`src/rtl/instr_encoder_stream.sv`:
```
// instr_encoder_stream
//   Packs group/ra/rb/rc/opcode/imm fields into 32-bit instruction words and
//   streams them, each with its target instruction-memory address, over a
//   valid/ready interface. A 2-entry skid buffer sustains one word per cycle.
//   Words with an illegal group (>3) are accepted, dropped and flagged.
//
// Parameters
//   ADDR_WIDTH  width of the instruction-memory word address
//   START_ADDR  address assigned to the first word after reset or clr
//
// Ports
//   clk, rst_n          clock, asynchronous active-low reset
//   clr                 synchronous clear of buffer, address and error state
//   in_valid/in_ready   input handshake (in_ready is registered)
//   in_group, in_ra, in_rb, in_rc, in_opcode, in_imm   instruction fields
//   out_valid/out_ready output handshake
//   out_word, out_addr  encoded word and its memory address
//   err_group           sticky flag: an illegal group was dropped
//   err_count           (only with INSTR_ENCODER_ERR_COUNT_EN) saturating
//                       count of dropped illegal inputs
//
// Build option
//   INSTR_ENCODER_ERR_COUNT_EN  adds the err_count output and its counter.
module instr_encoder_stream #(
  parameter int unsigned ADDR_WIDTH = 16,
  parameter int unsigned START_ADDR = 0
) (
  input  logic                  clk,
  input  logic                  rst_n,
  input  logic                  clr,
  input  logic                  in_valid,
  output logic                  in_ready,
  input  logic [3:0]            in_group,
  input  logic [3:0]            in_ra,
  input  logic [3:0]            in_rb,
  input  logic [3:0]            in_rc,
  input  logic [3:0]            in_opcode,
  input  logic [15:0]           in_imm,
  output logic                  out_valid,
  input  logic                  out_ready,
  output logic [31:0]           out_word,
  output logic [ADDR_WIDTH-1:0] out_addr,
  output logic                  err_group
`ifdef INSTR_ENCODER_ERR_COUNT_EN
  ,
  output logic [7:0]            err_count
`endif
);

  localparam logic [ADDR_WIDTH-1:0] START_A = ADDR_WIDTH'(START_ADDR);

  function automatic logic [31:0] encode(
    input logic [3:0]  grp,
    input logic [3:0]  ra,
    input logic [3:0]  rb,
    input logic [3:0]  rc,
    input logic [3:0]  op,
    input logic [15:0] imm
  );
    if (grp == 4'd1)
      return {4'h1, ra, rb, op, imm};
    else
      return {grp, ra, rb, rc, 12'h000, op};
  endfunction

  function automatic logic [7:0] sat_inc8(input logic [7:0] v);
    return (v == 8'hFF) ? v : v + 8'd1;
  endfunction

  logic [1:0]            occ_q;
  logic [1:0]            occ_next;
  logic [31:0]           slot0_q;
  logic [31:0]           slot1_q;
  logic [ADDR_WIDTH-1:0] addr_q;
  logic                  in_ready_q;
  logic                  err_q;
  logic                  legal;
  logic                  in_fire;
  logic                  push;
  logic                  drop;
  logic                  pop;
  logic [31:0]           enc_word;

  // ---- input stage: encode and classify the offered field set
  always_comb begin
    legal    = (in_group[3:2] == 2'b00);
    in_fire  = in_valid & in_ready_q;
    push     = in_fire & legal;
    drop     = in_fire & ~legal;
    pop      = (occ_q != 2'd0) & out_ready;
    enc_word = encode(in_group, in_ra, in_rb, in_rc, in_opcode, in_imm);
    occ_next = occ_q;
    if (push && !pop)
      occ_next = occ_q + 2'd1;
    else if (!push && pop)
      occ_next = occ_q - 2'd1;
  end

  // ---- buffer control: occupancy, address, ready and error state
  always_ff @(posedge clk or negedge rst_n) begin
    if (!rst_n) begin
      occ_q      <= 2'd0;
      addr_q     <= START_A;
      in_ready_q <= 1'b0;
      err_q      <= 1'b0;
    end else if (clr) begin
      occ_q      <= 2'd0;
      addr_q     <= START_A;
      in_ready_q <= 1'b1;
      err_q      <= 1'b0;
    end else begin
      occ_q      <= occ_next;
      in_ready_q <= (occ_next != 2'd2);
      if (pop)
        addr_q <= addr_q + 1'b1;
      if (drop)
        err_q <= 1'b1;
    end
  end

`ifdef INSTR_ENCODER_ERR_COUNT_EN
  logic [7:0] err_cnt_q;

  always_ff @(posedge clk or negedge rst_n) begin
    if (!rst_n)
      err_cnt_q <= 8'h00;
    else if (clr)
      err_cnt_q <= 8'h00;
    else if (drop)
      err_cnt_q <= sat_inc8(err_cnt_q);
  end

  assign err_count = err_cnt_q;
`endif

  // ---- buffer data: slot0 is the head, slot1 the skid entry.
  // A push at occupancy 2 cannot happen because in_ready is low then.
  always_ff @(posedge clk) begin
    if (push && (occ_q == 2'd0 || (occ_q == 2'd1 && pop)))
      slot0_q <= enc_word;
    else if (pop && occ_q == 2'd2)
      slot0_q <= slot1_q;
    if (push && occ_q == 2'd1 && !pop)
      slot1_q <= enc_word;
  end

  // ---- output stage
  // out_word is forced to zero when no word is presented, so the data
  // slots themselves need no reset.
  always_comb begin
    out_valid = (occ_q != 2'd0);
    out_word  = out_valid ? slot0_q : 32'h0;
    out_addr  = addr_q;
    in_ready  = in_ready_q;
    err_group = err_q;
  end

endmodule

```
`config.mk`:
```
export PLATFORM = sky130hd
export DESIGN_NAME = instr_encoder_stream
export DESIGN_NICKNAME = d
export VERILOG_FILES = /design/src/rtl/instr_encoder_stream.sv
export SDC_FILE = /design/constraint.sdc
export NUM_CORES = 1
export LEC_CHECK = 0
export ABC_AREA = 1
export CELL_PAD_IN_SITES_DETAIL_PLACEMENT = 0
export CELL_PAD_IN_SITES_GLOBAL_PLACEMENT = 1
export CORE_ASPECT_RATIO = 1.5
export CORE_MARGIN = 3
export CORE_UTILIZATION = 37
export CTS_CLUSTER_DIAMETER = 50
export DETAILED_ROUTE_END_ITERATION = 7
export GPL_ROUTABILITY_DRIVEN = 0
export HOLD_SLACK_MARGIN = 0.08
export PLACE_DENSITY_LB_ADDON = 0.1
export SETUP_SLACK_MARGIN = 0.1
export SLEW_MARGIN = 20
export SYNTH_ARGS = -nofsm -noshare
export SYNTH_HDL_FRONTEND = slang
export SYNTH_SLANG_ARGS = --single-unit
```
`constraint.sdc`:
```
create_clock -name clk -period 3.4 [get_ports clk]
set_clock_uncertainty 0.05 [all_clocks]
set_input_delay 0.68 -clock clk [delete_from_list [all_inputs] [get_ports clk]]
set_output_delay 0.68 -clock clk [all_outputs]
set_load 0.01 [all_outputs]
```
; ---- After elaboration in Yosys (flattened, before gate mapping)
; Index checks and enable logic that the tools add are counted.
[word_totals]
regBits = 84
in_bits = 41
out_inout_bits = 51
elab_cells = 46
[op_classes]
add_sub_neg = 3
n_eq_ne = 4
muxes = 12
n_bitwise = 5
reduce_logical = 16
[op_table]
columns = operator, n
row1 = $mux 32, 4
row2 = $mux 16, 2
row3 = $add 16x1->16 const B, 1
row4 = $reduce_bool 2->1, 4
row5 = $logic_and 1x1->1, 7
row6 = $mux 2, 3
row7 = $and 1x1->1, 4
row8 = $eq 4x1->1 const B, 1
row9 = $logic_not 2->1, 2
row10 = $mux 1, 3
row11 = $add 2x1->2 const B, 1
row12 = $eq 2x1->1 const B, 1
row13 = $eq 2x2->1 const B, 1
row14 = $logic_not 1->1, 2
row15 = $ne 2x2->1 const B, 1
row16 = $sub 2x1->2 const B, 1
row17 = $logic_or 1x1->1, 1
row18 = $not 1->1, 1

; ---- Longest topological paths before layout
[logic_depth]
ltp_word = 8
mapped_depth = 11
ltp_nobuf = 10

; ---- Least setup slack after synthesis
; No wires, ideal clock.
[synth_timing]
path_type = input port to flip-flop
startpoint = input port in_group[2]
endpoint = register slot1_q[0] (enable)
setup_time_ps = 421
arrival_time_ps = 2413
path_slack_ps = 516
path_stages = 5
path_cell_list = inv_1 -> nand2_1 -> nor2_2 -> nand2_1 -> nor2_1
[synth_via]
elab_chain_cells = 4
[synth_lines]
columns = element, line_no
row1 = start: declaration, 33  ; input logic [3:0] in_group,
row2 = $logic_not 2->1, 86  ; legal = (in_group[3:2] == 2'b00);
row3 = $and 1x1->1, 88  ; push = in_fire & legal;
row4 = $logic_and 1x1->1 (2 in series), 143  ; if (push && occ_q == 2'd1 && !pop)
row5 = end signal: assignment, 144  ; slot1_q <= enc_word;
row6 = end: declaration, 73  ; logic [31:0] slot1_q;
; No other way between the ends.
; A chain may end at the register's enable or synchronous reset.

; ---- Final worst setup path
[layout_timing]
startpoint = register occ_q[0]
endpoint = output port out_word[6]
[layout_via]
elab_chain_cells = 2
[layout_lines]
columns = element, line_no
row1 = start: declaration, 70  ; logic [1:0] occ_q;
row2 = start signal: assignment, 112  ; occ_q <= occ_next;
row3 = $reduce_bool 2->1, 151  ; out_valid = (occ_q != 2'd0);
row4 = $mux 32, 152  ; out_word = out_valid ? slot0_q : 32'h0;
row5 = end: declaration, 41  ; output logic [31:0] out_word,
; No other way between the ends.

==> results by stage <==
STA:
- Setup violations remaining at the end of the flow were counted as 0.
- Setup repair after global routing left no endpoint under its margin.
- The count of pins over their slew limit is 0.
- The clock period minus worst slack is 2.74 ns.
- For the final routed database, the setup TNS stands at 0 ns.
- The number of hold violations in the final report was 0.
- The worst max-slew margin expressed relative to the limit is 0.366.
- Static timing analysis puts the maximum clock frequency at 0.365 GHz.
- The worst path meets setup with 0.660 ns of slack.
- At the pin with the least slew margin, the transition time is 0.948 ns.
- In the finished design, the share of the clock period the worst path needs comes to 0.806.

Clocking:
- The CTS H-tree depth is 3.
- Once the clock tree was built, the resizer swapped 0 gates to a different size.
- The insertion delay of the later-clocked pin in the worst-skew pair is 0.32 ns.
- Clock-pin slew was measured on the worst setup and hold paths at 0.06 ns.
- The CTS tree is done.
- The number of sinks on the clock net is 84.
- Hold repair after CTS inserted 0 buffers.
- The CTS root buffer is clkbuf_16.
- The number of buffers between clock root and the deepest sink is 2.
- Post-CTS timing repair inserted 0 buffers for setup.
- The number of clock buffers added by TritonCTS is 9.

Worst hold path:
- The beginning of the worst hold path is err_group.
- The worst hold path passes through 2 cells.
- The worst min-delay path class is reg -> reg.
- The endpoint of the worst hold path is err_group.

Cells and area:
- The most common cell after layout, fill and taps aside is nand2_1.
- The area growth from synthesis to layout is 33.9%.
- The final antenna diode count is 0.
- The share of layout cells above drive strength 1 is 0.0608.
- The top cell types in the final layout, fill and taps aside, are nand2_1, clkdlybuf4s50_1, inv_1.
- Excluding fillers, the count of instances in the completed layout stands at 684.
- After the last flow step, the layout net total stands at 584.

Floorplanning:
- The core region area is 0.0103 mm².
- The die is 133 µm tall.
- The die extent in x is 90.6 µm.
- The initial utilization of the core area, before any placement, comes to 0.386.
- The floorplan step defined a die boundary enclosing 0.0120 mm².
- The I/O pin total is 92.
- The number of standard-cell rows in the floorplan is 45.

Status:
- The flow ran to the end, and the final reports show no timing, DRC or antenna violations.

Global routing:
- The pin count of the biggest net entering global routing is 45.
- For this run, the total global-route usage over all layers was measured as 0.145.
- The initial antenna violation count is 0.
- The via count of the first global-routing pass is 3036.
- The first-pass GRT wire length is 14000 µm.
- The remaining global-route overflow is 0.

Critical path:
- Across all register-to-register paths, the minimum setup slack is 1.28 ns.
- Counting cells, the worst reg-to-reg path comes to 10.
- The delay of the slowest critical-path stage is 0.55 ns.
- Along the worst path, the maximum fanout reaches 20.
- For the worst setup path, the data required time is 2.67 ns.
- STA classifies the critical path startpoint as a flop.
- In this design, the largest share of critical-path delay is due to buffers and inverters.
- The critical path is of the reg -> out type.
- The signal on the critical path passes through inv_1 > ha_1 > buf_4 > nor2_1 > clkdlybuf4s50_1.
- The number of buffer and inverter instances along the worst setup path is 3.
- STA classifies the critical path endpoint as an output pin.
- The master of the slowest instance on the critical path is clkdlybuf4s50_1.
- The endpoint identified for the worst register-to-register timing path is slot0_q[21].
- The launching point of the worst reg2reg path is occ_q[0].
- At the worst endpoint, the arrival time is 2.01 ns.

Placement:
- Buffers placed on the I/O ports in this run total 91.
- Timing analysis after detailed placement gives a worst setup slack of 0.767 ns.
- Once placement completed, the tool counted placed cells totaling 668.
- The total half-perimeter wirelength after legalization and detailed placement is 6240 µm.

Pwr:
- For this design the static power due to leakage is 2.32 nW.
- The total power is 0.00260 W.
- The highest ir drop seen on vdd is 0.000275 V.
- The power per standard cell area is 488 mW/mm².

Detailed routing:
- For this run, design rule violations remaining after detail routing come to 0.
- The first-pass iteration count of the detailed router is 4.
- After detailed routing, the average wire length per cell comes to 12.4 µm.
- The total wirelength of the detailed-routed design is 8500 µm.
- For this block, the initial DRC count from the detailed router was 143.
- The total via count after detailed routing is 3019.
- Dividing the detail-routed via count by the number of cells gives 4.41.
- The count of nets left with antenna violations once routing finished came out at 0.

Yosys:
- The instance count of the mapped netlist is 447.
- Yosys printed 0 warnings.
- The share of the Yosys chip area taken by registers is 0.609.
- After synthesis the cells add up to 0.00398 mm².
- After synthesis, the netlist uses 26 different library cells.
- The number of synthesized register bits is 84.
- Synthesis produced a netlist with a net count of 493.
- In this run the mean area of a mapped cell was 8.89 µm².

Job:
- Max-cap violations in this run came to 0.
[where the power goes]
| group | total [W] | internal [W] | switching [W] |
|---|---|---|---|
| combinational | 0.000456 | 0.000220 | 0.000237 |
| sequential | 0.00117 | 0.00115 | 0.0000148 |
| clock | 0.000972 | 0.000573 | 0.000400 |
| total | 0.00260 | 0.00195 | 0.000651 |
[state kept, by name, indices dropped and copies added, names as in the netlist]
signal and flops:
slot1_q 32, slot0_q 32, occ_q 2, err_group 1, in_ready 1, out_addr 16
[logic make-up after synthesis]
logic type	after synthesis	synth area share
buffers and inverters	87	0.0891
and+or+nand+nor	240	0.243
AOI/OAI and AO/OA	31	0.0431
adders and majority gates	5	0.0157
DFF	84	0.609
[stage by stage]
step	instance area (µm²)	hold slack [ns]	utilization
after floorplan	3980	0.334	-
after global placement	5020	0.449	0.487
after detailed placement	5020	0.451	0.487
after CTS	5320	0.464	0.517
after global routing	5320	0.479	0.517
final	5320	0.453	0.517
[routing by layer]
layer / vias up / track usage / share of wire / routed length (µm)
li1: 1571 / - / - / -
met1: 1352 / 0.154 / 0.39 / 3310
met2: 82 / 0.266 / 0.54 / 4590
met3: 14 / 0.0427 / 0.056 / 475
met4: 0 / 0.0588 / 0.016 / 137
met5: - / 0 / 0 / 0
[cells in the mapped netlist]
cell type | n | area (µm²)
inv_1 | 68 | 255
ha_1 | 5 | 62.6
nand4_1 | 1 | 6.26
nand3b_1 | 1 | 7.51
o21ai_0 | 6 | 30.0
buf_6 | 2 | 22.5
inv_4 | 1 | 6.26
buf_4 | 1 | 7.51
nor3_1 | 2 | 10.0
nand3_1 | 14 | 70.1
buf_2 | 5 | 25.0
o21ai_1 | 13 | 65.1
o21ai_4 | 1 | 16.3
nor2_4 | 2 | 22.5
clkbuf_1 | 8 | 30.0
inv_2 | 2 | 7.51
o21bai_1 | 1 | 7.51
dfrtp_1 | 20 | 500
nor2_2 | 2 | 12.5
a21o_1 | 1 | 7.51
a21oi_1 | 9 | 45.0
nand2_1 | 147 | 552
nand2_2 | 1 | 6.26
nand2_4 | 2 | 22.5
nor2_1 | 68 | 255
edfxtp_1 | 64 | 1920
[how the worst max path moves through the flow]
stage | start | to | cells past startpoint
global placement | in_group[3] | slot0_q[7] | 6
floorplan | in_group[2] | slot1_q[0] | 5
global route | occ_q[0] | out_word[1] | 5
CTS | occ_q[0] | out_word[6] | 5
finish | occ_q[0] | out_word[6] | 5
detailed placement | in_group[3] | slot0_q[7] | 6
[tightest hold or removal path: stages (launching register included)]
cell and delay, ns:
dfrtp_1 0.34, a21oi_1 0.05, nor2_1 0.07
[cell type report]
class | count | area [µm²]
tap | 141 | 176
multi-input combinational | 276 | 1210
clock inverter | 7 | 76.3
inverter | 71 | 269
sequential | 84 | 2420
fill | 964 | 4980
clock buffer | 9 | 225
timing repair buffer | 96 | 948
(Power assumes the default switching activity.)
